$ cat config.mk
export PLATFORM = sky130hd
export DESIGN_NAME = tensor_pe_vec
export DESIGN_NICKNAME = d
export VERILOG_FILES = /design/src/rtl/sys_types.sv /design/src/rtl/pe_dot_product.sv /design/src/rtl/tensor_pe_vec.sv
export SDC_FILE = /design/constraint.sdc
export NUM_CORES = 1
export LEC_CHECK = 0
export BUFFER_PORTS_ARGS = -buffer_cell sky130_fd_sc_hd__buf_4
export CAP_MARGIN = 20
export CORE_MARGIN = 10
export CORE_UTILIZATION = 50
export CTS_CLUSTER_DIAMETER = 30
export CTS_CLUSTER_SIZE = 14
export DETAILED_ROUTE_END_ITERATION = 10
export GPL_TIMING_DRIVEN = 0
export PLACE_DENSITY = 0.66
export SLEW_MARGIN = 20
export SYNTH_ARGS = -nofsm -noshare
export SYNTH_HDL_FRONTEND = slang
export SYNTH_HIERARCHICAL = 1
export SYNTH_SLANG_ARGS = --single-unit
$ cat constraint.sdc
create_clock -name clk -period 11.5 [get_ports clk]
set_input_delay 3.45 -clock clk [delete_from_list [all_inputs] [get_ports clk]]
set_output_delay 3.45 -clock clk [all_outputs]
set_load 0.01 [all_outputs]
$ cat src/rtl/sys_types.sv
// Shared types and sizing helpers for the tensor PE array.
package sys_types;

  localparam int DEF_LANES = 4;
  localparam int DEF_IN_W  = 8;
  localparam int DEF_ACC_W = 32;

  typedef logic signed [7:0]  int8_t;
  typedef logic signed [31:0] int32_t;

  // Width of a full-precision dot product: product width plus carry growth of the lane sum.
  function automatic int pe_dot_w(input int in_w, input int lanes);
    return 2 * in_w + $clog2(lanes);
  endfunction

endpackage

$ cat src/rtl/pe_dot_product.sv
// Combinational signed lane multiply and reduction for one PE.
module pe_dot_product
  import sys_types::*;
#(
  parameter  int LANES = DEF_LANES,
  parameter  int IN_W  = DEF_IN_W,
  localparam int DOT_W = pe_dot_w(IN_W, LANES)
) (
  input  logic [LANES*IN_W-1:0] a_i,
  input  logic [LANES*IN_W-1:0] b_i,
  output logic signed [DOT_W-1:0] dot_o
);

  logic signed [2*IN_W-1:0] prod;
  logic signed [DOT_W-1:0]  acc;

  // Multiply each lane pair and sum the sign-extended products at full precision.
  always_comb begin
    acc  = '0;
    prod = '0;
    for (int i = 0; i < LANES; i++) begin
      prod = $signed(a_i[i*IN_W +: IN_W]) * $signed(b_i[i*IN_W +: IN_W]);
      acc  = acc + DOT_W'(prod);
    end
    dot_o = acc;
  end

endmodule

$ cat src/rtl/tensor_pe_vec.sv
// Systolic tensor PE: registered operand pass-through, optional product
// pipeline stage, and a saturating/wrapping accumulator with column drain.
module tensor_pe_vec
  import sys_types::*;
#(
  parameter int LANES    = DEF_LANES,
  parameter int IN_W     = DEF_IN_W,
  parameter int ACC_W    = DEF_ACC_W,
  parameter int PIPE_MUL = 1,
  parameter int SATURATE = 1
) (
  input  logic                  clk,
  input  logic                  reset,
  input  logic                  valid_in,
  input  logic                  acc_clear,
  input  logic                  load_sum,
  input  logic [ACC_W-1:0]      sum_in,
  input  logic [LANES*IN_W-1:0] left_in,
  input  logic [LANES*IN_W-1:0] top_in,
  output logic [LANES*IN_W-1:0] right_out,
  output logic [LANES*IN_W-1:0] bottom_out,
  output logic                  valid_out,
  output logic                  clear_out,
  output logic [ACC_W-1:0]      sum_out,
  output logic                  ovf,
  output logic                  busy
);

  localparam int DOT_W = pe_dot_w(IN_W, LANES);
  localparam logic [ACC_W-1:0] ACC_MAX = {1'b0, {(ACC_W-1){1'b1}}};
  localparam logic [ACC_W-1:0] ACC_MIN = {1'b1, {(ACC_W-1){1'b0}}};

  logic [LANES*IN_W-1:0]   right_q, bottom_q;
  logic                    valid_q, clear_q;
  logic [ACC_W-1:0]        acc_q, acc_d;
  logic                    ovf_q, ovf_d;
  logic signed [DOT_W-1:0] dot;
  logic signed [DOT_W-1:0] mac_dot;
  logic                    mac_valid, mac_clear;
  logic [ACC_W-1:0]        mac_ext;
  logic [ACC_W:0]          sum_wide;
  logic                    wide_ovf;

  pe_dot_product #(
    .LANES (LANES),
    .IN_W  (IN_W)
  ) u_dot (
    .a_i   (left_in),
    .b_i   (top_in),
    .dot_o (dot)
  );

  // Operands, valid and clear move to the neighbours every cycle regardless of drain.
  always_ff @(posedge clk) begin
    if (reset) begin
      right_q  <= '0;
      bottom_q <= '0;
      valid_q  <= 1'b0;
      clear_q  <= 1'b0;
    end else begin
      right_q  <= left_in;
      bottom_q <= top_in;
      valid_q  <= valid_in;
      clear_q  <= acc_clear;
    end
  end

  if (PIPE_MUL != 0) begin : g_pipe
    logic                    s1_valid_q, s1_clear_q;
    logic signed [DOT_W-1:0] s1_dot_q;

    // Product stage: reset drops whatever beat is in flight.
    always_ff @(posedge clk) begin
      if (reset) begin
        s1_valid_q <= 1'b0;
        s1_clear_q <= 1'b0;
        s1_dot_q   <= '0;
      end else begin
        s1_valid_q <= valid_in;
        s1_clear_q <= acc_clear;
        s1_dot_q   <= dot;
      end
    end

    assign mac_valid = s1_valid_q;
    assign mac_clear = s1_clear_q;
    assign mac_dot   = s1_dot_q;
    assign busy      = s1_valid_q;
  end else begin : g_comb
    assign mac_valid = valid_in;
    assign mac_clear = acc_clear;
    assign mac_dot   = dot;
    assign busy      = 1'b0;
  end

  // Sign-extend the product and add in one extra bit so overflow is the top-two-bit disagreement.
  assign mac_ext  = ACC_W'(mac_dot);
  assign sum_wide = {acc_q[ACC_W-1], acc_q} + {mac_ext[ACC_W-1], mac_ext};
  assign wide_ovf = sum_wide[ACC_W] ^ sum_wide[ACC_W-1];

  // Accumulator next state: drain beats clear beats beats accumulate; otherwise hold.
  always_comb begin
    acc_d = acc_q;
    ovf_d = ovf_q;
    if (load_sum) begin
      acc_d = sum_in;
      ovf_d = 1'b0;
    end else if (mac_valid && mac_clear) begin
      acc_d = mac_ext;
      ovf_d = 1'b0;
    end else if (mac_valid) begin
      acc_d = sum_wide[ACC_W-1:0];
      if (wide_ovf) begin
        ovf_d = 1'b1;
        if (SATURATE != 0) begin
          acc_d = sum_wide[ACC_W] ? ACC_MIN : ACC_MAX;
        end
      end
    end
  end

  // Accumulator and sticky overflow registers.
  always_ff @(posedge clk) begin
    if (reset) begin
      acc_q <= '0;
      ovf_q <= 1'b0;
    end else begin
      acc_q <= acc_d;
      ovf_q <= ovf_d;
    end
  end

  assign right_out  = right_q;
  assign bottom_out = bottom_q;
  assign valid_out  = valid_q;
  assign clear_out  = clear_q;
  assign sum_out    = acc_q;
  assign ovf        = ovf_q;

endmodule

* Yosys cells after proc, flatten, opt, wreduce, memory -nomap -nowiden *
Cells that the tools add are included.

storage, ports and cells
  register bits = 117
  input port bits = 101
  output and inout port bits = 100
  word-level logic and storage cells = 25

operators by class
  add/subtract/negate cells = 4
  $mul = 4
  multiplexer cells = 5
  bitwise operators = 1
  reductions and logical operators = 4

operators by type and width
  cell               count
  $mux 32            5
  $mul 8x8->16       4
  $add 32x18->33     1
  $add 17x16->18     1
  $add 18x16->18     1
  $add 16x16->17     1
  $reduce_bool 3->1  1
  $reduce_or 3->1    1
  $reduce_and 2->1   1
  $logic_and 1x1->1  1
  $xor 1x1->1        1

* Logic depth before layout (Yosys ltp) *
Gate-level depths: netlist of the first run.

  depth in word-level cells = 6
  gate-level depth with buffers = 24
  depth with buffers taken out = 24

* Hierarchy *
Netlist of the first run, hierarchy kept.

by module, submodules not included
  module          instances  cells an instance  area an instance (sq um)  sequential area each (sq um)
  pe_dot_product  1          1109               10892.9                   0.0
  tensor_pe_vec   1          653                5855.6                    2342.2

* Worst setup path before layout of the first run *
No wires, ideal clock.

  path kind = input to register
  from = input port top_in[19]
  to = register g_pipe.s1_dot_q[17]
  setup time = 128 ps
  arrival = 9265 ps
  data required time = 11372 ps
  slack = 2107 ps
  cell stages on the path = 22
  path buffers = 1
  cell sequence = clkbuf_1 > nand2_1 > fa_1 > inv_1 > fa_1 > inv_1 > fa_1 > fa_1 > inv_1 > fa_1 > fa_1 > fa_1 > inv_1 > fa_1 > inv_1 > ha_1 > and3_1 > a221oi_1 > nor3b_1 > a21oi_1 > xnor2_1 > nor2b_1

between the ends
  longest elaborated chain between the ends = 3

ends and longest elaborated chain
  element               RTL line              text
  from (decl)           tensor_pe_vec.sv:19   input logic [LANES*IN_W-1:0] top_in,
  $mul 8x8->16          pe_dot_product.sv:22  prod = $signed(a_i[i*IN_W +: IN_W]) * $signed(b_i[i*IN_W +: IN_W]);
  $add 17x16->18        pe_dot_product.sv:23  acc = acc + DOT_W'(prod);
  $add 18x16->18        pe_dot_product.sv:23
  net dot[17]           tensor_pe_vec.sv:37   logic signed [DOT_W-1:0] dot;
  to (signal assigned)  tensor_pe_vec.sv:81   s1_dot_q <= dot;
  to (decl)             tensor_pe_vec.sv:70   logic signed [DOT_W-1:0] s1_dot_q;

The timed path passes the listed nets, and every way through them passes these cells.
A chain may end at the register's enable or synchronous reset.

* Final worst setup path of the first run *
Same ends and word-level chain as after synthesis.

==> impl.org, run 1 <==
** Hold path
- The path class of the tightest hold or removal check is reg -> reg.
- Sink of the worst hold path :: sum_out[28]
- Worst min-delay path startpoint :: sum_out[28]
- The worst hold path passes through 2 cells.

** Synth
- Synthesis-stage register bit count :: 117
- Net count after synthesis :: 2311
- Xor-xnor portion of the synthesized cell area :: 3.108%
- After synthesis, flip-flops and latches occupy 13.98% of the total area.
- Summing the areas of all compound-gate instances in the mapped netlist gives 9.921% of the synthesized area.
- Counting flops with a built-in enable in the synthesized netlist gives 0.
- Share of synthesized cell area in full adder, half adder and majority cells :: 47.77%
- For this run, the leading register cell type out of synthesis is dfxtp_1.
- Total of warnings raised by yosys :: 6
- Summed over its instances, the top area cell type makes up 38.13% of the synthesized netlist area.
- Multiplexer share of the synthesized area :: 0.1270%
- By area, the combinational part of the netlist is dominated by adder cells.
- fa_1 takes more of the synthesized area than any other cell.
- In the synthesized netlist the async set-or-reset flop fraction comes to 0%.
- Syn Inst Count :: 1762
- Post-synthesis simple-gate area fraction :: 15.68%
- The mapped netlist covers 16750 um2.
- The synthesized netlist contains 73 unique library cells.
- A synthesized cell averages 9.505 um2.
- Synth area leaders :: fa_1 (38%), dfxtp_1 (14%), ha_1 (9.6%), inv_1 (8.2%), and2_1 (5.6%)

** Critical path
- Worst Reg-to-Reg Cells :: 10
- The cell that appears most often on the critical path is fa_1.
- Cells along the critical path :: buf_4, clkbuf_1, nand2_1, fa_1, inv_1, fa_1, inv_1, fa_1, fa_1, inv_1, fa_1, fa_1, fa_1, inv_1, fa_1, inv_1, ha_1, and3_1, a221oi_1, nor3b_1, a21oi_1, xnor2_1, nor2b_1
- STA classifies the critical path startpoint as a primary input.
- Among all stages on the critical path, the largest delay is contributed by fa_1.
- Delay of the slowest critical-path stage :: 0.62 ns
- Required time of the critical path :: 11.81 ns
- Type of destination of the critical path :: flop
- Kind of critical path :: in -> reg
- Capture instance of the worst register-to-register path :: sum_out[15]
- Along the worst path, the maximum fanout reaches 8.
- At the worst endpoint, the arrival time is 10.11 ns.
- The worst register-to-register path begins at g_pipe.s1_dot_q[17].
- Setup slack on the worst reg-to-reg path comes out at 7.66 ns.

** Clock tree
- Max clock buf depth :: 2
- Number of sinks on the clock net :: 117
- The H-tree was split into 4 levels.
- Root cell of the clock tree :: clkbuf_16
- For this design, the CTS-stage hold fixing added 0 buffers.
- Resized Gates After CTS :: 0
- Clock tree synthesis inserted a total of 17 buffers.
- TritonCTS built the clock tree.
- At the later pin of the worst-skew pair, clock insertion delay measures 0.46 ns.
- Postcts setup bufs :: 0
- Clock-pin slew on the worst setup and hold paths :: 0.06 ns

** Floorplanning
- The die is 203.0 um tall.
- Once the floorplan was initialized, standard cells occupied 51.09% of the core.
- In this run the standard cell core region covers 32780 um2.
- The floorplan has 66 rows.
- During I/O placement, the number of pins put on the boundary was 201.
- The die covers 41220 um2.
- From left edge to right edge, the die measures 203.0 um.

** Global routing
- GR Overflow Total :: 0
- The initial antenna violation count came to 0.
- Tot GR Track Use :: 22.81%
- Via count of the first global-routing pass :: 13864
- Entering global routing, the biggest net connects 19 pins.
- First-pass GRT wire length :: 73860 um

** Finish
- At the end of the flow the core is filled with cells to 59.15%.
- The filler cells instantiated in the layout total 2968.
- Antenna diode count :: 0
- Area grow syn2layout :: 15.78%
- The sequential cells in the finished layout cover a total of 2342 um2.
- In the final layout, the multi-input gates occupy 12830 um2.
- With fillers left out, the area of the finished cells amounts to 19390 um2.
- Cells with a size suffix above 1 make up 13.45% of the layout.
- Final Net Count :: 2529

** Drt
- In the routed design, unresolved DRC markers number 0.
- Detail-routed net length per standard cell :: 18.80 um
- For this run, the detailed router's first-pass iteration total came to 5.
- In this run, the number of DRC markers left after iteration 0 of detailed routing was 583.
- For this block, the routed nets add up to 45790 um of wire.
- In the routed layout, each cell is associated on average with a via count of 5.205.
- Number of vias after detailed routing :: 12675
- Number of routed nets with antenna violations :: 0

** Placed design
- Routability-driven placement congestion ratio :: 0.8939
- The placed instances occupy a cell area of 18800 um2.
- Detailed placement HPWL :: 39160 um
- Placement Setup Slack :: 1.273 ns
- In this run the tool buffered the top-level ports with 199 buffer cells.

** Timing
- Setup total negative slack on the finished layout was measured at 0 ns.
- Across the routed clock network, the largest skew measured is 0.01074 ns.
- Post-layout minimum cycle time :: 9.804 ns
- Unrepaired setup endpoints after global routing :: false
- For the pin with the worst max-slew slack, the measured transition is 0.9487 ns.
- The max-slew violation count was 0.
- Final setup violation count :: 0
- Based on the critical path, the design can be clocked at up to 102.0 MHz.
- The worst pin sits at a relative slew slack of 36.75%.
- Final hold viol count :: 0
- Crit share post-route :: 85.26%
- Minimum setup slack in the final design :: 1.696 ns

** Status
- The run finished with clean final reports.

** Run
- Max-cap violations in this run came to 0.
placed cells by master, fill, tap and decap left out, drive strengths merged, types with 4 or more instances in the layout:
master,Yosys,routed
inv,366,368
fa,319,319
buf,10,209
and2,152,152
nand2,144,144
ha,129,129
dfxtp,117,117
nor2b,95,95
a21oi,59,59
clkbuf,27,49
o21ai,48,48
nor2,38,38
xnor2,36,36
a211oi,21,21
xor2,20,20
o21a,18,18
nand2b,16,16
a21o,16,16
or3,14,14
nand3,12,12
a311oi,12,12
o22ai,11,11
o211ai,9,9
a22oi,7,7
o31ai,6,6
nand4,5,5
o21bai,5,5
a21boi,5,5
nor3,4,4
clkinvlp,0,4
a31oi,4,4
layout make-up:
type / instances / area share, %
flip-flops and latches: 117 / 12.08
repair buffers: 199 / 7.704
well taps: 442 / 2.852
plain buffers: 38 / 1.045
clock inverters: 10 / 0.6259
clock buffers: 22 / 2.445
multi-input cells: 1241 / 66.16
inverters: 366 / 7.085
logic make-up (layout without fill, tap and decap cells):
logic type | Yosys count | in the layout
and+or+nand+nor | 492 | 492
adders and majority gates | 448 | 448
buffers and inverters | 404 | 635
AOI/OAI and AO/OA | 242 | 242
DFF | 117 | 117
xor gates and xnor gates | 57 | 57
muxes | 2 | 2
state kept, by name (all words and copies together) (netlist names):
register / cells
bottom_out: 32
busy: 1
g_pipe.s1_clear_q: 1
g_pipe.s1_dot_q: 18
ovf: 1
right_out: 32
sum_out: 32
Yosys cell counts, types with 2 or more instances:
cell	number
o21ai_1	4
a221oi_2	2
clkbuf_1	26
nand3_1	12
nand4_1	5
and2_1	151
a31oi_1	3
o211ai_1	8
a21oi_1	57
inv_1	366
a22oi_1	7
fa_1	319
dfxtp_1	117
a211o_1	2
a211oi_2	4
nor3_1	4
o31ai_1	6
o22a_1	2
a311oi_1	12
nand2b_1	16
o21a_1	18
a211oi_1	16
a21o_2	2
nor2_1	37
nand2_1	144
or2_2	2
ha_1	129
o221ai_1	3
nor2b_1	95
o22ai_1	11
or3_1	13
a21oi_2	2
o21bai_1	5
and3_1	2
xnor2_1	35
buf_6	4
buf_4	2
a21boi_0	5
a41oi_1	2
a21o_1	14
buf_2	4
o21ai_0	44
xor2_1	20
per-layer routing:
| layer | global-route usage, % | up-vias | part of all wire (%) |
|---|---|---|---|
| met2 | 39.97 | 377 | 51 |
| met3 | 4.569 | 81 | 5.4 |
| met5 | 0 | - | 0 |
| met4 | 8.260 | 0 | 2.9 |
| met1 | 27.18 | 6313 | 41 |
| li1 | - | 5904 | - |
how the worst max path moves through the flow:
stage / from / cells after the start / endpoint
after detailed placement: top_in[19] / 23 / g_pipe.s1_dot_q[17]
after floorplan: top_in[19] / 22 / g_pipe.s1_dot_q[17]
after CTS: top_in[19] / 23 / g_pipe.s1_dot_q[17]
after global routing: top_in[19] / 23 / g_pipe.s1_dot_q[17]
final: top_in[19] / 23 / g_pipe.s1_dot_q[17]
after global placement: top_in[19] / 23 / g_pipe.s1_dot_q[17]
metrics by stage:
| stage | cells | hold slack, ns |
|---|---|---|
| 2_1_floorplan | 1762 | 0.4952 |
| 3_3_place_gp | 2403 | 0.4888 |
| 3_5_place_dp | 2403 | 0.4967 |
| 4_1_cts | 2435 | 0.5056 |
| 5_1_grt | 2435 | 0.5376 |
| 6_report | 2435 | 0.5047 |
critical path, delay by kind of cell:
family	cells	cell delay, ns
adder cells (fa/ha/maj)	9	4.48
buffers and inverters	7	0.85
AND/OR/NAND/NOR	4	0.68
AO/OA/AOI/OAI	2	0.48
XOR/XNOR	1	0.16
Power of run 1 is left out: the tool's default activity adds up to more than one toggle a clock period on the data nets, which glitch-free logic cannot reach.
==> inputs of run 2 (changes only) <==
--- a/config.mk
+++ b/config.mk
@@ -14,6 +14,7 @@
 export DETAILED_ROUTE_END_ITERATION = 10
 export GPL_TIMING_DRIVEN = 0
 export PLACE_DENSITY = 0.66
+export RECOVER_POWER = 25
 export SLEW_MARGIN = 20
 export SYNTH_ARGS = -nofsm -noshare
 export SYNTH_HDL_FRONTEND = slang
==> impl.org, run 2 (synthesized netlist as in run 1, its figures left out) <==
** Timing
- Unrepaired setup endpoints after global routing :: false
- The max-slew violation count came to 0.
- The final number of hold-violating endpoints came to 0.
- At the pin with the least slew margin, the transition time is 0.9631 ns.
- Setup violations remaining at the end of the flow were counted as 0.
- Based on the critical path, the design can be clocked at up to 102.0 MHz.
- Setup TNS :: 0 ns
- Between clock sinks in the finished design, the worst skew comes to 0.01055 ns.
- Max-slew headroom at the worst pin :: 35.79%
- The routed design could run at a clock period as short as 9.800 ns.
- The worst path uses 85.22% of the clock period.

** Critical path
- The critical path goes through buf_4, clkbuf_1, nand2_1, fa_1, inv_1, fa_1, inv_1, fa_1, fa_1, inv_1, fa_1, fa_1, fa_1, inv_1, fa_1, inv_1, ha_1, and3_1, a221oi_1, nor3b_1, a21oi_1, xnor2_1, nor2b_1.
- Delay of the slowest critical-path stage :: 0.62 ns
- STA classifies the critical path startpoint as a primary input.
- The cell that appears most often on the critical path is fa_1.
- On the critical path, the stage with the largest delay is an instance of fa_1.
- Along the worst path, the maximum fanout reaches 8.
- Type of destination of the critical path :: flop
- The setup path with the least slack is of type in -> reg.
- Required time of the critical path :: 11.81 ns
- Arrival @ worst endpoint :: 10.11 ns

** Global routing
- Tot GR Track Use :: 22.81%
- Pin count of the biggest net entering global routing :: 19
- The initial antenna violation count was 0.
- GR Overflow Total :: 0
- Via count of the first global-routing pass :: 13864
- First-pass GRT wire length :: 73860 um

** Run
- Max-cap violations in this run came to 0.

** Floorplanning
- I/O pin count :: 201
- Core box area :: 32780 um2
- Die footprint :: 41220 um2
- In this run the horizontal extent of the chip is 203.0 um.
- The initial utilization of the core area, before any placement, comes to 51.09%.
- In this run the core area contains 66 standard-cell rows.
- The die is 203.0 um tall.

** Clock tree
- For this design, the sink count on the clock tree is 117.
- Postcts setup bufs :: 0
- TritonCTS created 17 clock buffers.
- CTS tree :: done
- In this run the clock root is driven by a clkbuf_16.
- CTS H-Tree Depth :: 4
- Clock latency at the later pin of the worst-skew pair :: 0.46 ns
- In this run, post-CTS repair resized a total of 0 instances.
- Quantity of hold-fixing buffers added after cts :: 0
- After clock tree synthesis, the clock-pin slew on the worst setup and hold paths is 0.06 ns.
- Counting along the longest clock path gives a buffer depth of 2.

** Finish
- Highest-count cells in the layout ignoring fill and taps :: inv_1 (366), fa_1 (319), and2_1 (151), buf_4 (151), nand2_1 (144)
- The number of antenna diodes in the final layout is 0.
- Most frequent standard cell in the layout excluding fill and tap cells :: inv_1
- The filler cells instantiated in the layout total 3010.
- Area grow syn2layout :: 14.66%
- Final Net Count :: 2529
- In the final layout, the share of cells above drive strength 1 is 10.94%.

** Drt
- Dividing the detail-routed via count by the number of cells gives 5.194.
- Initial DRC count :: 583
- Summed over all layers, the routed wires come to 45820 um.
- The detail route stage leaves a number of antenna-violating nets equal to 0.
- In the final routed layout, each cell accounts on average for 18.82 um.
- Number of search-and-repair iterations in the first detailed-routing pass :: 5
- Final routed DRC violation total :: 0
- Summing over every cut layer, the via total after detailed routing is 12648.

** Hold path
- Type of the worst min-delay path :: reg -> reg

** Placed design
- Detailed placement ended at an HPWL of 39160 um.
- The count of buffers added on input and output ports is 199.
- The congestion estimate from routability-driven global placement came to 0.8939.

** Status
- The flow ran to the end, and the final reports show no timing, DRC or antenna violations.
[run 2: cell types whose count changed in the layout (fill, tap and decap cells not counted), sizes merged]
cell    delta
buf       -50
clkbuf    +50
[run 2: metrics by stage]
stage          hold slack (ns)  setup WS (ns)  area (um2)  utilization [%]  cells
2_1_floorplan           0.4952          2.107       16750                -   1762
3_3_place_gp            0.4888          1.304       18800            57.33   2403
3_5_place_dp            0.4967          1.273       18800            57.33   2403
4_1_cts                 0.5056          1.739       19390            59.15   2435
5_1_grt                 0.5376          1.355       19200            58.58   2435
6_report                0.5046          1.700       19200            58.58   2435
[run 2: final timing paths]
| check | depth (start not counted) | startpoint | endpoint | slack (ns) |
|---|---|---|---|---|
| hold / removal | 2 | sum_out[28] | sum_out[28] | 0.50 |
| setup reg to reg | 10 | g_pipe.s1_dot_q[17] | sum_out[15] | 7.64 |
| setup / recovery | 23 | top_in[19] | g_pipe.s1_dot_q[17] | 1.70 |
| hold reg to reg | 2 | sum_out[28] | sum_out[28] | 0.50 |
[run 2: cell type report]
class                   count  area (um2)  share of cell area [%]
clock inverters            10       121.4                  0.6320
multi-input cells        1241       12830                   66.81
flip-flops and latches    117        2342                   12.20
well taps                 442       553.0                   2.880
repair buffers            199        1306                   6.802
inverters                 366        1374                   7.154
clock buffers              22       474.2                   2.469
plain buffers              38       202.7                   1.056
[run 2: layer usage]
layer,share of wire [%],global-route usage (%),vias to the layer above
met5,0,0,-
met4,3.0,8.260,0
met3,5.5,4.569,82
met2,51,39.97,376
met1,41,27.18,6292
li1,-,-,5898
[run 2: worst max-delay path: cells and delay by family]
family	cells	cell delay, ns
buf+inv	7	0.84
compound gates	2	0.48
fa+ha+maj	9	4.49
xor+xnor	1	0.16
simple gates	4	0.67
Power of run 2 is left out for the same reason.
